==> src/rtl/spi_slave_if.sv <==
// SPI pin bundle between the ESP32 master and the fabric slave.
// Mode 0: sclk idles low, cs is active low, data moves MSB first.
interface spi_slave_if;
  logic sclk;
  logic cs;
  logic mosi;
  logic miso;

  modport slave  (input sclk, input cs, input mosi, output miso);
  modport master (output sclk, output cs, output mosi, input miso);
endinterface

==> src/rtl/spi_slave.sv <==
// SPI Mode 0 slave, oversampled in sysclk. It decodes cmd/addr/payload frames
// into one-cycle register write strobes, or serves register reads on miso.
module spi_slave #(
  parameter int               CMD_W     = 8,
  parameter int               ADDR_W    = 8,
  parameter int               DATA_W    = 8,
  parameter logic [CMD_W-1:0] CMD_WRITE = 8'h02,
  parameter logic [CMD_W-1:0] CMD_READ  = 8'h03
) (
  input  logic              sysclk,
  input  logic              rst_n,
  spi_slave_if.slave        spi,
  output logic [ADDR_W-1:0] o_addr,
  input  logic [DATA_W-1:0] i_rdata,
  output logic              o_wr_en,
  output logic [DATA_W-1:0] o_wdata,
  output logic              o_busy,
  output logic              o_frame_err,
  output logic              o_cmd_err
);

  localparam int MAX_W = (CMD_W > ADDR_W) ? ((CMD_W > DATA_W) ? CMD_W : DATA_W)
                                          : ((ADDR_W > DATA_W) ? ADDR_W : DATA_W);
  localparam int CNT_W = $clog2(MAX_W + 1);

  typedef enum logic [2:0] {S_IDLE, S_CMD, S_ADDR, S_DATA, S_DONE} state_t;

  logic r_sclk_p0, r_sclk_p1, r_sclk_p2;
  logic r_cs_p0, r_cs_p1, r_cs_p2;
  logic r_mosi_p0, r_mosi_p1;

  // Stage p0/p1: two-flop synchronizers; p2: previous sample for edge detect.
  // cs syncs reset to the asserted level so a frame already under way at
  // reset release never produces a falling edge and is ignored.
  always_ff @(posedge sysclk or negedge rst_n) begin
    if (!rst_n) begin
      r_sclk_p0 <= 1'b0;
      r_sclk_p1 <= 1'b0;
      r_sclk_p2 <= 1'b0;
      r_cs_p0   <= 1'b0;
      r_cs_p1   <= 1'b0;
      r_cs_p2   <= 1'b0;
      r_mosi_p0 <= 1'b0;
      r_mosi_p1 <= 1'b0;
    end else begin
      r_sclk_p0 <= spi.sclk;
      r_sclk_p1 <= r_sclk_p0;
      r_sclk_p2 <= r_sclk_p1;
      r_cs_p0   <= spi.cs;
      r_cs_p1   <= r_cs_p0;
      r_cs_p2   <= r_cs_p1;
      r_mosi_p0 <= spi.mosi;
      r_mosi_p1 <= r_mosi_p0;
    end
  end

  logic w_sclk_rise, w_sclk_fall, w_cs_fall, w_cs_high, w_mosi;
  assign w_sclk_rise = r_sclk_p1 & ~r_sclk_p2;
  assign w_sclk_fall = ~r_sclk_p1 & r_sclk_p2;
  assign w_cs_fall   = ~r_cs_p1 & r_cs_p2;
  assign w_cs_high   = r_cs_p1;
  assign w_mosi      = r_mosi_p1;

  state_t            r_state;
  logic [CNT_W-1:0]  r_cnt;
  logic [CMD_W-1:0]  r_cmd;
  logic [ADDR_W-1:0] r_addr;
  logic [DATA_W-1:0] r_wdata;
  logic [DATA_W-1:0] r_tx;
  logic              r_rd_arm, r_rd_act;
  logic              r_miso, r_wr_en, r_busy, r_frame_err, r_cmd_err;

  logic w_cmd_last, w_addr_last, w_data_last;
  assign w_cmd_last  = (r_cnt == CNT_W'(CMD_W - 1));
  assign w_addr_last = (r_cnt == CNT_W'(ADDR_W - 1));
  assign w_data_last = (r_cnt == CNT_W'(DATA_W - 1));

  // Frame FSM: all outputs registered, strobes default low every cycle.
  always_ff @(posedge sysclk or negedge rst_n) begin
    if (!rst_n) begin
      r_state     <= S_IDLE;
      r_cnt       <= '0;
      r_cmd       <= '0;
      r_addr      <= '0;
      r_wdata     <= '0;
      r_tx        <= '0;
      r_rd_arm    <= 1'b0;
      r_rd_act    <= 1'b0;
      r_miso      <= 1'b0;
      r_wr_en     <= 1'b0;
      r_busy      <= 1'b0;
      r_frame_err <= 1'b0;
      r_cmd_err   <= 1'b0;
    end else begin
      r_wr_en     <= 1'b0;
      r_frame_err <= 1'b0;
      r_cmd_err   <= 1'b0;
      r_busy      <= ~r_cs_p1;
      case (r_state)
        S_IDLE: begin
          r_miso <= 1'b0;
          if (w_cs_fall) begin
            r_state <= S_CMD;
            r_cnt   <= '0;
          end
        end
        S_CMD, S_ADDR, S_DATA: begin
          if (w_cs_high) begin
            r_state     <= S_IDLE;
            r_frame_err <= 1'b1;
            r_miso      <= 1'b0;
            r_rd_arm    <= 1'b0;
            r_rd_act    <= 1'b0;
          end else if (r_state == S_CMD) begin
            if (w_sclk_rise) begin
              r_cmd <= {r_cmd[CMD_W-2:0], w_mosi};
              r_cnt <= r_cnt + 1'b1;
              if (w_cmd_last) begin
                r_state <= S_ADDR;
                r_cnt   <= '0;
              end
            end
          end else if (r_state == S_ADDR) begin
            if (w_sclk_rise) begin
              r_addr <= {r_addr[ADDR_W-2:0], w_mosi};
              r_cnt  <= r_cnt + 1'b1;
              if (w_addr_last) begin
                r_state  <= S_DATA;
                r_cnt    <= '0;
                r_rd_arm <= (r_cmd == CMD_READ);
              end
            end
          end else begin
            // First fall in DATA loads the bank word; later falls shift it out.
            if (w_sclk_fall) begin
              if (r_rd_arm) begin
                r_tx     <= i_rdata;
                r_miso   <= i_rdata[DATA_W-1];
                r_rd_arm <= 1'b0;
                r_rd_act <= 1'b1;
              end else if (r_rd_act) begin
                r_tx   <= {r_tx[DATA_W-2:0], 1'b0};
                r_miso <= r_tx[DATA_W-2];
              end
            end
            if (w_sclk_rise) begin
              r_wdata <= {r_wdata[DATA_W-2:0], w_mosi};
              r_cnt   <= r_cnt + 1'b1;
              if (w_data_last) begin
                r_state  <= S_DONE;
                r_miso   <= 1'b0;
                r_rd_arm <= 1'b0;
                r_rd_act <= 1'b0;
                if (r_cmd == CMD_WRITE)
                  r_wr_en <= 1'b1;
                else if (r_cmd != CMD_READ)
                  r_cmd_err <= 1'b1;
              end
            end
          end
        end
        S_DONE: begin
          r_miso <= 1'b0;
          if (w_cs_high)
            r_state <= S_IDLE;
        end
        default: r_state <= S_IDLE;
      endcase
    end
  end

  assign spi.miso    = r_miso;
  assign o_addr      = r_addr;
  assign o_wdata     = r_wdata;
  assign o_wr_en     = r_wr_en;
  assign o_busy      = r_busy;
  assign o_frame_err = r_frame_err;
  assign o_cmd_err   = r_cmd_err;

endmodule

==> src/flat_wrapper.sv <==
// flat-port wrapper written by rule: the top's interface ports become plain ports
module spi_slave_flat 
#(
  parameter int               CMD_W     = 8,
  parameter int               ADDR_W    = 8,
  parameter int               DATA_W    = 8,
  parameter logic [CMD_W-1:0] CMD_WRITE = 8'h02,
  parameter logic [CMD_W-1:0] CMD_READ  = 8'h03
)
  (sysclk, rst_n, o_addr, i_rdata, o_wr_en, o_wdata, o_busy, o_frame_err, o_cmd_err, spi_sclk, spi_cs, spi_mosi, spi_miso);
  spi_slave_if spi_i ();
  input  logic sysclk;
  input  logic rst_n;
  output logic [ADDR_W-1:0] o_addr;
  input  logic [DATA_W-1:0] i_rdata;
  output logic o_wr_en;
  output logic [DATA_W-1:0] o_wdata;
  output logic o_busy;
  output logic o_frame_err;
  output logic o_cmd_err;
  input wire logic [$bits(spi_i.sclk)-1:0] spi_sclk;
  input wire logic [$bits(spi_i.cs)-1:0] spi_cs;
  input wire logic [$bits(spi_i.mosi)-1:0] spi_mosi;
  output wire logic [$bits(spi_i.miso)-1:0] spi_miso;
  assign spi_i.sclk = spi_sclk;
  assign spi_i.cs = spi_cs;
  assign spi_i.mosi = spi_mosi;
  assign spi_miso = spi_i.miso;
  spi_slave #(.CMD_W(CMD_W), .ADDR_W(ADDR_W), .DATA_W(DATA_W), .CMD_WRITE(CMD_WRITE), .CMD_READ(CMD_READ)) u_core (.sysclk(sysclk), .rst_n(rst_n), .spi(spi_i), .o_addr(o_addr), .i_rdata(i_rdata), .o_wr_en(o_wr_en), .o_wdata(o_wdata), .o_busy(o_busy), .o_frame_err(o_frame_err), .o_cmd_err(o_cmd_err));
endmodule
==> config.mk <==
export PLATFORM = sky130hd
export DESIGN_NAME = spi_slave_flat
export DESIGN_NICKNAME = d
export VERILOG_FILES = /design/src/rtl/spi_slave_if.sv /design/src/rtl/spi_slave.sv /design/src/flat_wrapper.sv
export SDC_FILE = /design/constraint.sdc
export NUM_CORES = 1
export LEC_CHECK = 0
export CAP_MARGIN = 10
export CORE_UTILIZATION = 35
export CTS_BUF_LIST = sky130_fd_sc_hd__clkbuf_4 sky130_fd_sc_hd__clkbuf_8 sky130_fd_sc_hd__clkbuf_16
export DETAILED_ROUTE_END_ITERATION = 10
export GPL_TIMING_DRIVEN = 0
export SLEW_MARGIN = 30
export SYNTH_ARGS = -nofsm -noshare
export SYNTH_HDL_FRONTEND = slang
export SYNTH_SLANG_ARGS = --single-unit
==> constraint.sdc <==
create_clock -name sysclk -period 1.55 [get_ports sysclk]
set_input_delay 0.465 -clock sysclk [delete_from_list [all_inputs] [get_ports sysclk]]
set_output_delay 0.465 -clock sysclk [all_outputs]
set_load 0.01 [all_outputs]
==> metrics.cfg <==
[grt]
use_met1_pct = 17.6
grt_pass1_wl_um = 6590
grt_use_total_pct = 12.9
grt_overflow = 0
first_global_vias = 1425
grt_max_degree = 42
top_usage_layer = met2
gr-usage-met2_pct = 20.4
antenna_found_initial = 0
grt.met3_usage_pct = 3.30

[place]
post-dp-hpwl_um = 2650
dpl-instance-area_sq_mm = 0.00270
globalplace.congestion = 0.770
io_buffer_count = 33

[sta]
finalSetupViolCount = 0
max_freq_ghz = 0.660
fin_crit_sh_pct = 97.7
min_period_ns = 1.51
hold_violations = 0
timing.slew.headroom_pct = 81.9
tightest_slew_ns = 0.267
maxSlewViolCount = 0
clock_skew_ns = 0.00925
setup_tns_ns = 0

[critical_path]
cpPeakStageDelay_ns = 0.43
reg2reg_depth = 5
r2r-start = u_core.r_state[1]
cp.arrival_ns = 1.75
cp_num_cells = 5
crit_path_top_delay_cell = or4_4
critPathLaunchType = flip-flop
crit_type = flip-flop to flip-flop
cp-end-kind = flip-flop
required_ns = 1.78
crit_path_cell_trace = buf_6, nor2_4, mux2i_4, or4_4, a21oi_2
cp_max_fo = 10
crit_buf_inv = 1
path_delay_family = simple AND/OR/NAND/NOR gates
rrSetupSlack_ns = 0.04
r2r_end = u_core.r_cnt[2]

[power]
p_int_mw = 1.95
p_seq_share_pct = 57.9
p_leak_nw = 1.41
p_total_mw = 2.58
p_sw_mw = 0.631
clkPwrFrac_pct = 31.8
peakVddDrop_uv = 588
powerDensity_mw_per_mm2 = 884
combPwrFrac_pct = 10.3
swShare_pct = 24.4

[routing]
drtIter0Drc = 90
postRouteAntennaNets = 0
viasPerCell = 5.14
routed_wl_um = 4130
drc = 0
post_drt_wl_per_cell_um = 13.6
first_pass_iters = 4
vias = 1558

[synthesis]
yosys_warnings = 0
yosys-top-cells-area = dfrtp_1, mux2_2, mux2i_1, a21oi_1, nor2_1
ys_top_cells_by_count = dfrtp_1, mux2_2, nor2_1, a21oi_1, mux2i_1
ys.flop_type = dfrtp_1
synth_top_area_share_pct = 58.6
synth_edf_count = 0
synth_top_cell_by_area = dfrtp_1
seq_area_frac_synth_pct = 58.6
async_flop_share_pct = 100
synth_area_sq_mm = 0.00226
synth.most_common_cell = dfrtp_1
ys_ff_latch = 53
syn-num-nets = 190
syn_inst = 176
synth.avg_cell_area_sq_um = 12.9
ys_types = 38

[cells_and_area]
nets = 241
syn_to_final_growth_pct = 29.2
drive_above_1_share_pct = 30.3
fill_cells = 592
diodes = 0
fin_area_sq_mm = 0.00292
finish.utilization_pct = 48.2

[clocking]
htree_levels = 2
cts_sinks = 53
cts_buffers = 5
cts_tree = yes
root_buffer = clkbuf_8
clockBufferDepth = 2
clk_pin_slew_worst_paths_ns = 0.10
clk-insertion-delay-late_ns = 0.30

[die]
top_level_ports = 34
core_sq_mm = 0.00606
die-area_sq_mm = 0.00679
rows = 28
initial_core_util_pct = 37.3
die_w_um = 82.4
die_h_um = 82.4

[run]
cap_viol_max_count = 0

[min_path]
holdPathEnd = u_core.r_mosi_p1
hold_class = flip-flop to flip-flop
worstHoldPathCells = 0
hold_start = u_core.r_mosi_p0

[status]
status = completed

[stage by stage]
stage               hold slack [ns]  worst slack [ns]  instances
floorplan                     0.169            0.0462        176
global placement              0.333             -1.58        284
detailed placement            0.324            -0.136        285
CTS                           0.360          0.000521        301
global route                  0.365           -0.0212        303
finish                        0.356            0.0357        303
[cell usage in the layout (no fill, tap or decap), drive strengths merged, types with 2 or more instances in the layout]
cell type / netlist / routed
o21ai: 5 / 5
inv: 4 / 5
and3: 2 / 2
nand3b: 2 / 2
nand3: 6 / 6
a21oi: 11 / 11
nor2: 15 / 15
clkbuf: 0 / 6
a211oi: 2 / 2
nor2b: 5 / 5
nor3: 3 / 3
clkdlybuf4s50: 0 / 11
mux2: 25 / 25
dlygate4sd2: 0 / 21
nand4: 3 / 3
mux2i: 8 / 8
o31ai: 3 / 3
a31oi: 2 / 2
nor4: 3 / 3
xnor2: 2 / 2
buf: 8 / 19
dfrtp: 53 / 53
[sequential cells by signal, summed over array words and instances, names as in the netlist, 3 cells and up]
name / count
u_core.r_state: 3
u_core.o_wdata: 8
u_core.r_tx: 7
u_core.r_cmd: 8
u_core.o_addr: 8
u_core.r_cnt: 4
[worst max path at each step]
stage,slack (ns),start,to
floorplan,0.05,u_core.r_cs_p1,u_core.r_cnt[2]
global placement,-1.58,rst_n,u_core.r_cnt[2]
detailed placement,-0.14,u_core.r_cs_p1,u_core.r_cmd[2]
CTS,0.0005,u_core.r_cnt[1],u_core.r_cnt[3]
global route,-0.02,u_core.r_state[1],u_core.r_cnt[1]
finish,0.04,u_core.r_state[1],u_core.r_cnt[2]
[final cells by class]
| type | count | area, sq um | area share [%] |
|---|---|---|---|
| Timing Repair Buffer | 46 | 414 | 14.2 |
| Sequential cell | 53 | 1330 | 45.4 |
| Inverter | 4 | 15.0 | 0.514 |
| Buffer | 6 | 57.6 | 1.97 |
| Clock inverter | 2 | 16.3 | 0.557 |
| Clock buffer | 6 | 82.6 | 2.83 |
| Multi-Input combinational cell | 111 | 917 | 31.4 |
| Tap cell | 75 | 93.8 | 3.21 |
[power groups by stage]
stage | registers [mW] | clock network, mW | logic (mW)
finish | 1.50 | 0.821 | 0.267
global route | 1.51 | 0.900 | 0.304
CTS | 1.49 | 0.859 | 0.255
detailed placement | 1.52 | 0 | 0.219
global placement | 1.52 | 0 | 0.210
floorplan | 1.51 | 0 | 0.125
[per-layer routing]
layer | wire length (um) | part of all wire (%) | vias up
met5 | 0 | 0 | -
met3 | 219 | 5.3 | 5
met2 | 1980 | 48 | 44
met4 | 39 | 0.94 | 0
met1 | 1890 | 46 | 776
li1 | - | - | 733
[cells by family (layout without fill, tap and decap cells)]
logic type / count (synthesis) / count (layout) / share of synthesized area (%)
adders and majority gates: 1 / 1 / 0.553
and+or+nand+nor: 49 / 49 / 13.5
xor gates and xnor gates: 2 / 2 / 0.774
muxes: 33 / 33 / 16.0
DFF: 53 / 53 / 58.6
buffers and inverters: 12 / 64 / 3.65
AOI/OAI and AO/OA: 26 / 26 / 6.91
[repair_timing]
action / CTS / global route
endpoints found under the setup margin: 53 / 23
pin swaps: 2 / 3
hold buffers: 1 / 0
buffers inserted: 7 / 4
hold endpoints to repair: 12 / 0
gates resized for setup: 25 / 15
Power figures use the tool's default switching activity.
==> edit, RTL diff (same flow settings) <==
Make the reset (`rst_n`) synchronous in 2 clocked blocks.
--- a/src/rtl/spi_slave.sv
+++ b/src/rtl/spi_slave.sv
@@ -33,5 +33,5 @@
   // cs syncs reset to the asserted level so a frame already under way at
   // reset release never produces a falling edge and is ignored.
-  always_ff @(posedge sysclk or negedge rst_n) begin
+  always_ff @(posedge sysclk) begin
     if (!rst_n) begin
       r_sclk_p0 <= 1'b0;
@@ -77,5 +77,5 @@
 
   // Frame FSM: all outputs registered, strobes default low every cycle.
-  always_ff @(posedge sysclk or negedge rst_n) begin
+  always_ff @(posedge sysclk) begin
     if (!rst_n) begin
       r_state     <= S_IDLE;
Function: differs if rst_n is asserted again (counterexample within 4 cycles, from zero or initial values and one cycle with rst_n low); with rst_n held inactive, the same outputs for 10 cycles.
==> edit against the original RTL <==
  * First-iteration DRC count shrank 18%
  * Fmax shrank 1.5%
  * Count of clock-buffer cells in the layout is the same
  * Via count grew 9.2%
  * Design area shrank 0.51%
  * Wire length grew 9.0%
  * Worst hold slack gained 75 ps
  * Sequential cell count is the same
  * Synthesized cell count grew 28%
  * Die area grew 3.5%
  * Synthesized area grew 3.5%
  * Setup slack lost 23 ps
  * Critical path type unchanged
  * Largest cell class is now multi-input combinational cells
Power is not compared: it rests on default switching activity, and its combinational part moved more than twofold at a synthesized area within 25%.
==> edit: results (changes against the original RTL) <==
yosys:
  synthArstFlopShare_pct: 0  # was 100%
  ys_seq_area_share_pct: 45.3  # was 58.6%
  synthTopCellsByCount: "dfxtp_1 (53), mux2i_1 (30), nor2b_1 (28)"  # was dfrtp_1 (53), mux2_2 (25), nor2_1 (13)
  synth_cell_types: 53  # was 38
cells_and_area:
  layout.nets: 281  # was 241
  final_layout_size_suffix_gt1_share_pct: 15.7  # was 30.3%
  instances_no_fill: 345  # was 303
  multi_input_cells: 155  # was 111
  n_all_buffers: 49  # was 52
  regArea_mm2: 0.00106  # was 0.00133 mm2
  n_all_inverters: 3  # was 4
  multi_input_area_mm2: 0.00122  # was 917 um2
worst_hold_path:
  min-delay-start: "u_core.r_sclk_p0$_SDFF_PN0_"  # was u_core.r_mosi_p0$_DFF_PN0_
critical_path:
  cp_max_fo: 6  # was 10
  slowest_stage: "dfxtp_2"  # was or4_4
  reg2reg_depth: 6  # was 5
  cp_slowest_stage_delay_ps: 350  # was 430 ps
  cp-startpoint: "u_core.r_cnt[0]$_SDFFE_PN0P_"  # was u_core.r_state[1]$_DFFE_PN0P_
clock_network:
  cts_hold_buf: 0  # was 1
place:
  hpwlAfterDp_mm: 3.12  # was 2.65 mm
drt:
  drt_iter0_drc: 74  # was 90
  vias: 1701  # was 1558
  routed_wl_mm: 4.50  # was 4.13 mm
sta:
  period_minus_slack_ps: 1540  # was 1510 ps
run_status:
  outcome: "finished clean"  # unchanged
grt:
  grt.total_usage_pct: 13.1  # was 12.9%
-- edit: cell types whose count changed after synthesis, sizes merged, moves of 5 or more --
cell    before  now
mux2i        8   30
a21oi       11    3
nor2        15    9
and2         1    9
nor2b        5   28
o211a        0    6
nand2        1   15
clkbuf       0    5
dfrtp       53    0
dfxtp        0   53
mux2        25    0
-- edit: layer usage --
metal	vias up	GRT usage [%]	routed length [um]
li1	876	-	-
met1	797	17.8	2270
met2	22	20.0	2030
met3	6	3.07	120
met4	0	5.17	80
met5	-	0	0
-- edit: timing repair --
action,CTS,global route
pin swaps,0,0
gates resized for setup,29,12
setup buffers,0,1
setup endpoints to repair,53,11
-- edit: power breakdown --
group	switching, mW	internal (mW)
sequential	0.0104	1.37
combinational	0.0583	0.0654
clock	0.441	0.336
-- edit: worst max-delay path, delay by kind of cell, from the launching register on --
family / cells / cell delay [ps]
AOI/OAI and AO/OA: 3 / 630
and+or+nand+nor: 1 / 180
adders and majority gates: 1 / 160
buffers and inverters: 1 / 130
DFF: 1 / 350
